--- config.mk ---
export PLATFORM = sky130hd
export DESIGN_NAME = demux_sipo
export DESIGN_NICKNAME = d
export VERILOG_FILES = /design/src/rtl/demux_sipo.sv
export SDC_FILE = /design/constraint.sdc
export NUM_CORES = 1
export LEC_CHECK = 0
export BUFFER_PORTS_ARGS = -buffer_cell sky130_fd_sc_hd__buf_2
export CAP_MARGIN = 20
export CORE_UTILIZATION = 49
export CTS_CLUSTER_SIZE = 24
export DETAILED_ROUTE_END_ITERATION = 10
export PLACE_DENSITY = 0.73
export SLEW_MARGIN = 25
export SYNTH_ARGS = -nofsm -noshare
export SYNTH_HDL_FRONTEND = slang
export SYNTH_SLANG_ARGS = --single-unit
--- constraint.sdc ---
create_clock -name clk -period 3.64 [get_ports clk]
set_input_delay 0.728 -clock clk [delete_from_list [all_inputs] [get_ports clk]]
set_output_delay 0.728 -clock clk [all_outputs]
set_load 0.1 [all_outputs]
--- src/rtl/demux_sipo.sv ---
// Serial-to-parallel 1:8 demultiplexer with valid/ack byte output.
// Define DEMUX_SIPO_OVERRUN_EN to build the sticky overrun flag; otherwise overrun is tied low.
module demux_sipo #(
  parameter logic FILL = 1'b0
) (
  input  logic       clk,
  input  logic       rst_n,
  input  logic       in,
  input  logic       in_valid,
  input  logic       mode,
  input  logic [2:0] sel,
  input  logic       clr,
  input  logic       out_ack,
  output logic [7:0] out,
  output logic       out_valid,
  output logic [2:0] ptr,
  output logic       overrun
);

  // state    | meaning
  // ST_IDLE  | no bits captured since the last frame boundary
  // ST_FILL  | at least one bit of the current frame captured
  typedef enum logic {ST_IDLE, ST_FILL} state_t;

  state_t     state;
  logic [7:0] asm_q;
  logic       mode_q;

  logic [2:0] idx;
  logic [7:0] asm_nxt;
  logic       discard;
  logic       capture;
  logic       done;

  always_comb begin
    idx          = mode ? ptr : sel;
    asm_nxt      = asm_q;
    asm_nxt[idx] = in;
    // a mode flip mid-frame throws the partial frame away and swallows that cycle's bit
    discard      = (state == ST_FILL) && (mode != mode_q);
    capture      = in_valid && !discard;
    done         = capture && (idx == 3'd7);
  end

  always_ff @(posedge clk or negedge rst_n) begin
    if (!rst_n) begin
      state     <= ST_IDLE;
      asm_q     <= {8{FILL}};
      out       <= {8{FILL}};
      out_valid <= 1'b0;
      ptr       <= 3'd0;
      mode_q    <= 1'b0;
    end else begin
      mode_q <= mode;
      if (clr) begin
        state     <= ST_IDLE;
        asm_q     <= {8{FILL}};
        out       <= {8{FILL}};
        out_valid <= 1'b0;
        ptr       <= 3'd0;
      end else begin
        if (out_ack && out_valid)
          out_valid <= 1'b0;
        if (discard) begin
          state <= ST_IDLE;
          asm_q <= {8{FILL}};
          ptr   <= 3'd0;
        end else if (capture) begin
          if (mode)
            ptr <= ptr + 3'd1;
          if (done) begin
            // completion overrides a same-cycle ack
            out       <= asm_nxt;
            out_valid <= 1'b1;
            asm_q     <= {8{FILL}};
            state     <= ST_IDLE;
          end else begin
            asm_q <= asm_nxt;
            state <= ST_FILL;
          end
        end
      end
    end
  end

`ifdef DEMUX_SIPO_OVERRUN_EN
  logic ovr_evt;
  assign ovr_evt = done && out_valid && !out_ack;

  always_ff @(posedge clk or negedge rst_n) begin
    if (!rst_n)
      overrun <= 1'b0;
    else if (clr)
      overrun <= 1'b0;
    else if (ovr_evt)
      overrun <= 1'b1;
  end
`else
  assign overrun = 1'b0;
`endif

endmodule

# Word-level counts from Yosys, hierarchy flattened
# Index checks and enable logic that the tools add are counted.
# op_classes
n_addsub	1
multipliers	0
div	0
order_cmp	2
eq_ne	3
shifts	0
muxes	25
n_bitwise	0
n_reduce_logical	12
# ops
operator	n
$mux W8	8
$mux W3	5
$mux W1	10
$bwmux W8	1
$reduce_bool A3 Y1	2
$logic_and A1 B1 Y1	5
$lt A3 B4 Y1 const B	1
$reduce_bool A2 Y1	2
$add A3 B1 Y3 const B	1
$demux W1 S3	1
$eq A3 B3 Y1 const B	1
$ge A3 B1 Y1 const B	1
$reduce_and A3 Y1	1
$ne A2 B2 Y1 const B	1
$reduce_and A2 Y1	1
$logic_not A1 Y1	1
$ne A1 B1 Y1	1
# word_totals
ff_bits	22
latch_bits	0
ram_bits	0
rom_bits	0
output_inout_bits	13
word_cells	49
n_memories	0

# Logic depth before layout (Yosys ltp)
# depth
word_depth	10
mapped_depth	5

# Least setup slack after synthesis
# Ideal clock, no wire load.
# synth_path
path_type	register to register
start	register ptr[0]
end	register out[5]
arrival_ps	1863
setup_slack_ps	1654
stages_incl_launch_ff	5
n_path_buf	0
period_less_slack_ps	1986
cell_sequence	dfrtp_1 nand4_1 a21oi_4 a21oi_4 a22o_1
# synth_via
elab_chain_len	10
# synth_rtl
item	line	source
start, declared	16	output logic [2:0] ptr,
start signal, assigned	70	ptr <= ptr + 3'd1;
$mux W3 (*)	36	idx = mode ? ptr : sel;
$lt A3 B4 Y1 (implied by the code) / $ge A3 B1 Y1 (equally long branches)	38	asm_nxt[idx] = in;
$logic_and A1 B1 Y1 (implied by the code)	38	
$mux W1 (implied by the code)	38	
$demux W1 S3	38	
$bwmux W8	38	
$mux W8	71	if (done) begin
$mux W8	68	end else if (capture) begin
$mux W8	64	if (discard) begin
$mux W8	55	if (clr) begin
end signal, assigned	49	out <= {8{FILL}};
end signal, assigned	58	out <= {8{FILL}};
end signal, assigned	73	out <= asm_nxt;
end, declared	14	output logic [7:0] out,
# Mark *: on every way between the ends. The rest lies on a longest branch, timed or not. The select of a mux whose other input is x is not followed.
# A chain may end at the register's enable or synchronous reset.

# Final worst setup path
# layout_path
start	register ptr[0]
end	output ptr[0]
# No word-level cell between the ends.

==> impl_results.html <==
<table>
<tr><th>Metric</th><th>Value</th></tr>
<tr><th colspan="2">Synth</th></tr>
<tr><td>Average cell area after synthesis</td><td>10.7 µm²</td></tr>
<tr><td>Number of enable flip-flop cells after synthesis</td><td>0</td></tr>
<tr><td>Post-Syn Area</td><td>0.00108 mm²</td></tr>
<tr><td>Register bit count reported by yosys</td><td>21</td></tr>
<tr><td>Synthesized netlist net count</td><td>112</td></tr>
<tr><td>Post-synth top flop</td><td>dfrtp_1</td></tr>
<tr><td>Parity-gate share of the synthesized area counting xor and xnor cells</td><td>3.11%</td></tr>
<tr><td>Share of synthesized area spent on multiplexers</td><td>6.46%</td></tr>
<tr><td>Fraction of the yosys area taken by sequential cells</td><td>48.4%</td></tr>
<tr><td>Leading cell type by number of instances after synthesis</td><td>dfrtp_1</td></tr>
<tr><td>Leading cell types by count after synthesis</td><td>21 x dfrtp_1, 14 x nand2_1, 7 x mux2i_1</td></tr>
<tr><td>Synthesized-area fraction occupied by adder cells</td><td>1.15%</td></tr>
<tr><td>Async set-reset flop share out of synthesis</td><td>100%</td></tr>
<tr><td>Largest family of logic cells by synthesized area</td><td>compound AO/OA/AOI/OAI gates</td></tr>
<tr><td>Syn. warnings</td><td>0</td></tr>
<tr><td>Cell types with the largest area share after synthesis</td><td>dfrtp_1 48%, mux2i_1 6.5%, nand2_1 4.8%</td></tr>
<tr><td>Fraction of the mapped netlist area in compound gates</td><td>19.6%</td></tr>
<tr><td>Cell accounting for the most synthesized area</td><td>dfrtp_1</td></tr>
<tr><td>Synth unique cells</td><td>36</td></tr>
<tr><td>Post-Syn Instances</td><td>101</td></tr>
<tr><td>Area share of and/or/nand/nor cells after synthesis</td><td>18.5%</td></tr>
<tr><td>Share of Yosys cell area claimed by the top area cell type</td><td>48.4%</td></tr>
<tr><th colspan="2">GRT</th></tr>
<tr><td>Wire length of the first global-routing pass</td><td>3950 µm</td></tr>
<tr><td>Number of antenna violations at the first check in global routing</td><td>0</td></tr>
<tr><td>Number of global-route vias before repair</td><td>814</td></tr>
<tr><td>GRT Resource Usage Total</td><td>21.8%</td></tr>
<tr><td>GR Overflow Total</td><td>0</td></tr>
<tr><td>Largest net degree at the start of global routing</td><td>22</td></tr>
<tr><th colspan="2">Power</th></tr>
<tr><td>Logic pwr share</td><td>16.4%</td></tr>
<tr><td>Ratio of total power to cell area</td><td>346 mW/mm²</td></tr>
<tr><td>Internal power</td><td>298 µW</td></tr>
<tr><td>Part of the total power dissipated in sequential elements</td><td>57.3%</td></tr>
<tr><td>Switching power of the nets</td><td>128 µW</td></tr>
<tr><td>Proportion of power drawn by the clock network</td><td>26.3%</td></tr>
<tr><td>Overall Power</td><td>425 µW</td></tr>
<tr><td>Leakage</td><td>0.000606 µW</td></tr>
<tr><td>IR Drop Worst-Case VDD</td><td>0.000225 V</td></tr>
<tr><td>Net switching fraction of the power</td><td>30.0%</td></tr>
<tr><th colspan="2">Routing</th></tr>
<tr><td>Met2 layer wire length in the routed design</td><td>1010 µm</td></tr>
<tr><td>Via count</td><td>878</td></tr>
<tr><td>Met3 wire length</td><td>90 µm</td></tr>
<tr><td>M1 WL</td><td>1090 µm</td></tr>
<tr><td>Final routed DRC violation total</td><td>0</td></tr>
<tr><td>Mean routed wirelength per cell</td><td>14.7 µm</td></tr>
<tr><td>Post-route antenna net violation count</td><td>0</td></tr>
<tr><td>1st-iter DRT viols</td><td>12</td></tr>
<tr><td>Highest layer used for signal routing</td><td>met4</td></tr>
<tr><td>Number of vias per cell</td><td>5.85</td></tr>
<tr><td>DR pass1 iterations</td><td>4</td></tr>
<tr><td>Post-detailed-routing wire length</td><td>2210 µm</td></tr>
<tr><th colspan="2">Worst hold path</th></tr>
<tr><td>Min-delay worst type</td><td>input pin to async pin</td></tr>
<tr><th colspan="2">Clock tree</th></tr>
<tr><td>Clock-pin slew reported for the worst setup and hold paths after clock tree synthesis</td><td>120 ps</td></tr>
<tr><td>Inserted Clock Buffers</td><td>3</td></tr>
<tr><td>Max Root-Sink Buffers</td><td>2</td></tr>
<tr><td>CTS tree</td><td>yes</td></tr>
<tr><td>Count of instances resized after the clock tree is built</td><td>0</td></tr>
<tr><td>Post-CTS setup-driven buffer insertion count</td><td>0</td></tr>
<tr><td>Count of hold buffers inserted by post-cts repair</td><td>0</td></tr>
<tr><td>CTS sink count</td><td>21</td></tr>
<tr><td>Number of levels the H-tree was split into</td><td>1</td></tr>
<tr><td>Clock latency at the later pin of the worst-skew pair</td><td>300 ps</td></tr>
<tr><td>Root cell of the clock tree</td><td>clkbuf_4</td></tr>
<tr><th colspan="2">STA</th></tr>
<tr><td>Relative max-transition margin</td><td>64.8%</td></tr>
<tr><td>Hold Vio Cnt, Final</td><td>0</td></tr>
<tr><td>Setup repair after global routing missed its margin</td><td>no</td></tr>
<tr><td>Setup WS post-layout</td><td>1620 ps</td></tr>
<tr><td>Max-slew violation count</td><td>0</td></tr>
<tr><td>Period minus WS final</td><td>2020 ps</td></tr>
<tr><td>Final sum of negative setup slack</td><td>0 ps</td></tr>
<tr><td>Highest clock rate</td><td>0.495 GHz</td></tr>
<tr><td>Max Clock Skew</td><td>6.73 ps</td></tr>
<tr><td># setup viols final</td><td>0</td></tr>
<tr><td>Crit share post-route</td><td>55.5%</td></tr>
<tr><td>Actual transition at the worst max-transition pin</td><td>527 ps</td></tr>
<tr><th colspan="2">Layout</th></tr>
<tr><td>Fraction of layout instances using a drive strength above 1</td><td>28.5%</td></tr>
<tr><td>Antenna diode count</td><td>0</td></tr>
<tr><td>Count of filler cells inserted in the layout</td><td>189</td></tr>
<tr><td>Final layout net count</td><td>135</td></tr>
<tr><td>Area added between synthesis and finish</td><td>13.3%</td></tr>
<tr><th colspan="2">Critical path</th></tr>
<tr><td>Required time of the worst setup path</td><td>2910 ps</td></tr>
<tr><td>Biggest cell delay along the critical path</td><td>510 ps</td></tr>
<tr><td>Worst Path Arrival</td><td>1290 ps</td></tr>
<tr><td>Endpoint type of the worst setup path</td><td>primary output</td></tr>
<tr><td>Crit Reg-Reg Startpoint</td><td>ptr[0]$_DFFE_PN0P_</td></tr>
<tr><td>Worst reg-to-reg path cell count</td><td>4</td></tr>
<tr><td>Critical path fanouts, max</td><td>8</td></tr>
<tr><td>Type of origin of the critical path</td><td>flip-flop</td></tr>
<tr><td>Worst Setup SP</td><td>ptr[0]$_DFFE_PN0P_</td></tr>
<tr><td>Setup CP Type</td><td>flip-flop to primary output</td></tr>
<tr><td>Highest-delay cell along the critical path</td><td>dfrtp_1</td></tr>
<tr><td>CP cell instances</td><td>buf_2</td></tr>
<tr><td>Total number of cells along the worst setup path</td><td>1</td></tr>
<tr><td>Worst path bufs/invs</td><td>1</td></tr>
<tr><td>Kind of cell adding the most delay to the critical path</td><td>flip-flops</td></tr>
<tr><th colspan="2">Die</th></tr>
<tr><td>Floorplan Core Area</td><td>0.00202 mm²</td></tr>
<tr><td>Die area</td><td>0.00241 mm²</td></tr>
<tr><td>Die height</td><td>49.1 µm</td></tr>
<tr><td>Initial core utilization</td><td>53.7%</td></tr>
<tr><td>Number of I/O pins</td><td>23</td></tr>
<tr><td>Die extent in x</td><td>49.1 µm</td></tr>
<tr><td>Standard-cell rows</td><td>16</td></tr>
<tr><th colspan="2">Status</th></tr>
<tr><td>Run status</td><td>complete, no violations</td></tr>
<tr><th colspan="2">Placement</th></tr>
<tr><td>IO buf count</td><td>21</td></tr>
<tr><td>Worst setup slack after placement</td><td>1660 ps</td></tr>
<tr><td>Final GP Congestion</td><td>0.825</td></tr>
<tr><td>Total half-perimeter wirelength after legalization and detailed placement</td><td>1640 µm</td></tr>
<tr><th colspan="2">Flow run</th></tr>
<tr><td>Number of max-cap violations</td><td>0</td></tr>
</table>
[cells in the final DEF, fill, tap and decap left out, types with 3 or more instances in the layout]
master and n:
dfrtp_1 21, nand3_1 4, a32oi_1 3, nand2_1 14
buf_2 21, mux2i_1 7, clkbuf_4 3, o21ai_0 3
o21ai_1 3, nor2b_1 3, nor2_1 6, o2bb2ai_1 6
[through the flow]
step / std cells / hold WS (ps) / area [µm²] / util, %
after detailed placement: 146 / 471 / 1200 / 59.4
final: 150 / 357 / 1230 / 60.8
after global routing: 150 / 376 / 1230 / 60.8
after floorplan: 101 / 432 / 1080 / -
after CTS: 150 / 359 / 1230 / 60.8
after global placement: 146 / 462 / 1200 / 59.4
[routing by layer]
layer	global-route usage (%)	vias up
met3	4.67	4
met4	8.33	0
met1	32.2	438
met5	0	-
li1	-	410
met2	31.3	26
[logic make-up after synthesis]
group / after synthesis
buf+inv: 4
fa+ha+maj: 1
xor+xnor: 3
flops: 21
other cells: 1
compound gates: 26
mux: 7
simple gates: 38
[cell type report]
class / instances / area, µm² / share of cell area, %
Clock buffer: 3 / 22.5 / 1.83
Clock inverter: 1 / 5.00 / 0.407
Inverter: 1 / 3.75 / 0.305
Multi-Input combinational cell: 76 / 533 / 43.4
Sequential cell: 21 / 526 / 42.8
Tap cell: 27 / 33.8 / 2.75
Timing Repair Buffer: 21 / 105 / 8.55
[registers in the layout, summed over array words and instances, names as in the netlist]
| name | count |
|---|---|
| out | 8 |
| mode_q | 1 |
| ptr | 3 |
| state | 1 |
| out_valid | 1 |
| asm_q | 7 |
[worst paths after layout]
path	to	slack, ps
hold reg to reg	out_valid$_DFF_PN0_	490
hold / removal	ptr[1]$_DFFE_PN0P_	360
max in group asynchronous	out_valid$_DFF_PN0_	2960
setup / recovery	ptr[0]	1620
min in group clk	out_valid$_DFF_PN0_	490
setup reg to reg	out[4]$_DFFE_PN0P_	2130
[power by group through the flow]
stage                     registers (µW)  clock network [µW]  logic (µW)
after floorplan                      259                   0        37.4
final                                244                 112        69.8
after detailed placement             248                   0        69.9
after CTS                            244                 117        69.9
after global routing                 244                 132        76.0
after global placement               248                   0        68.4
(Power assumes the default switching activity.)
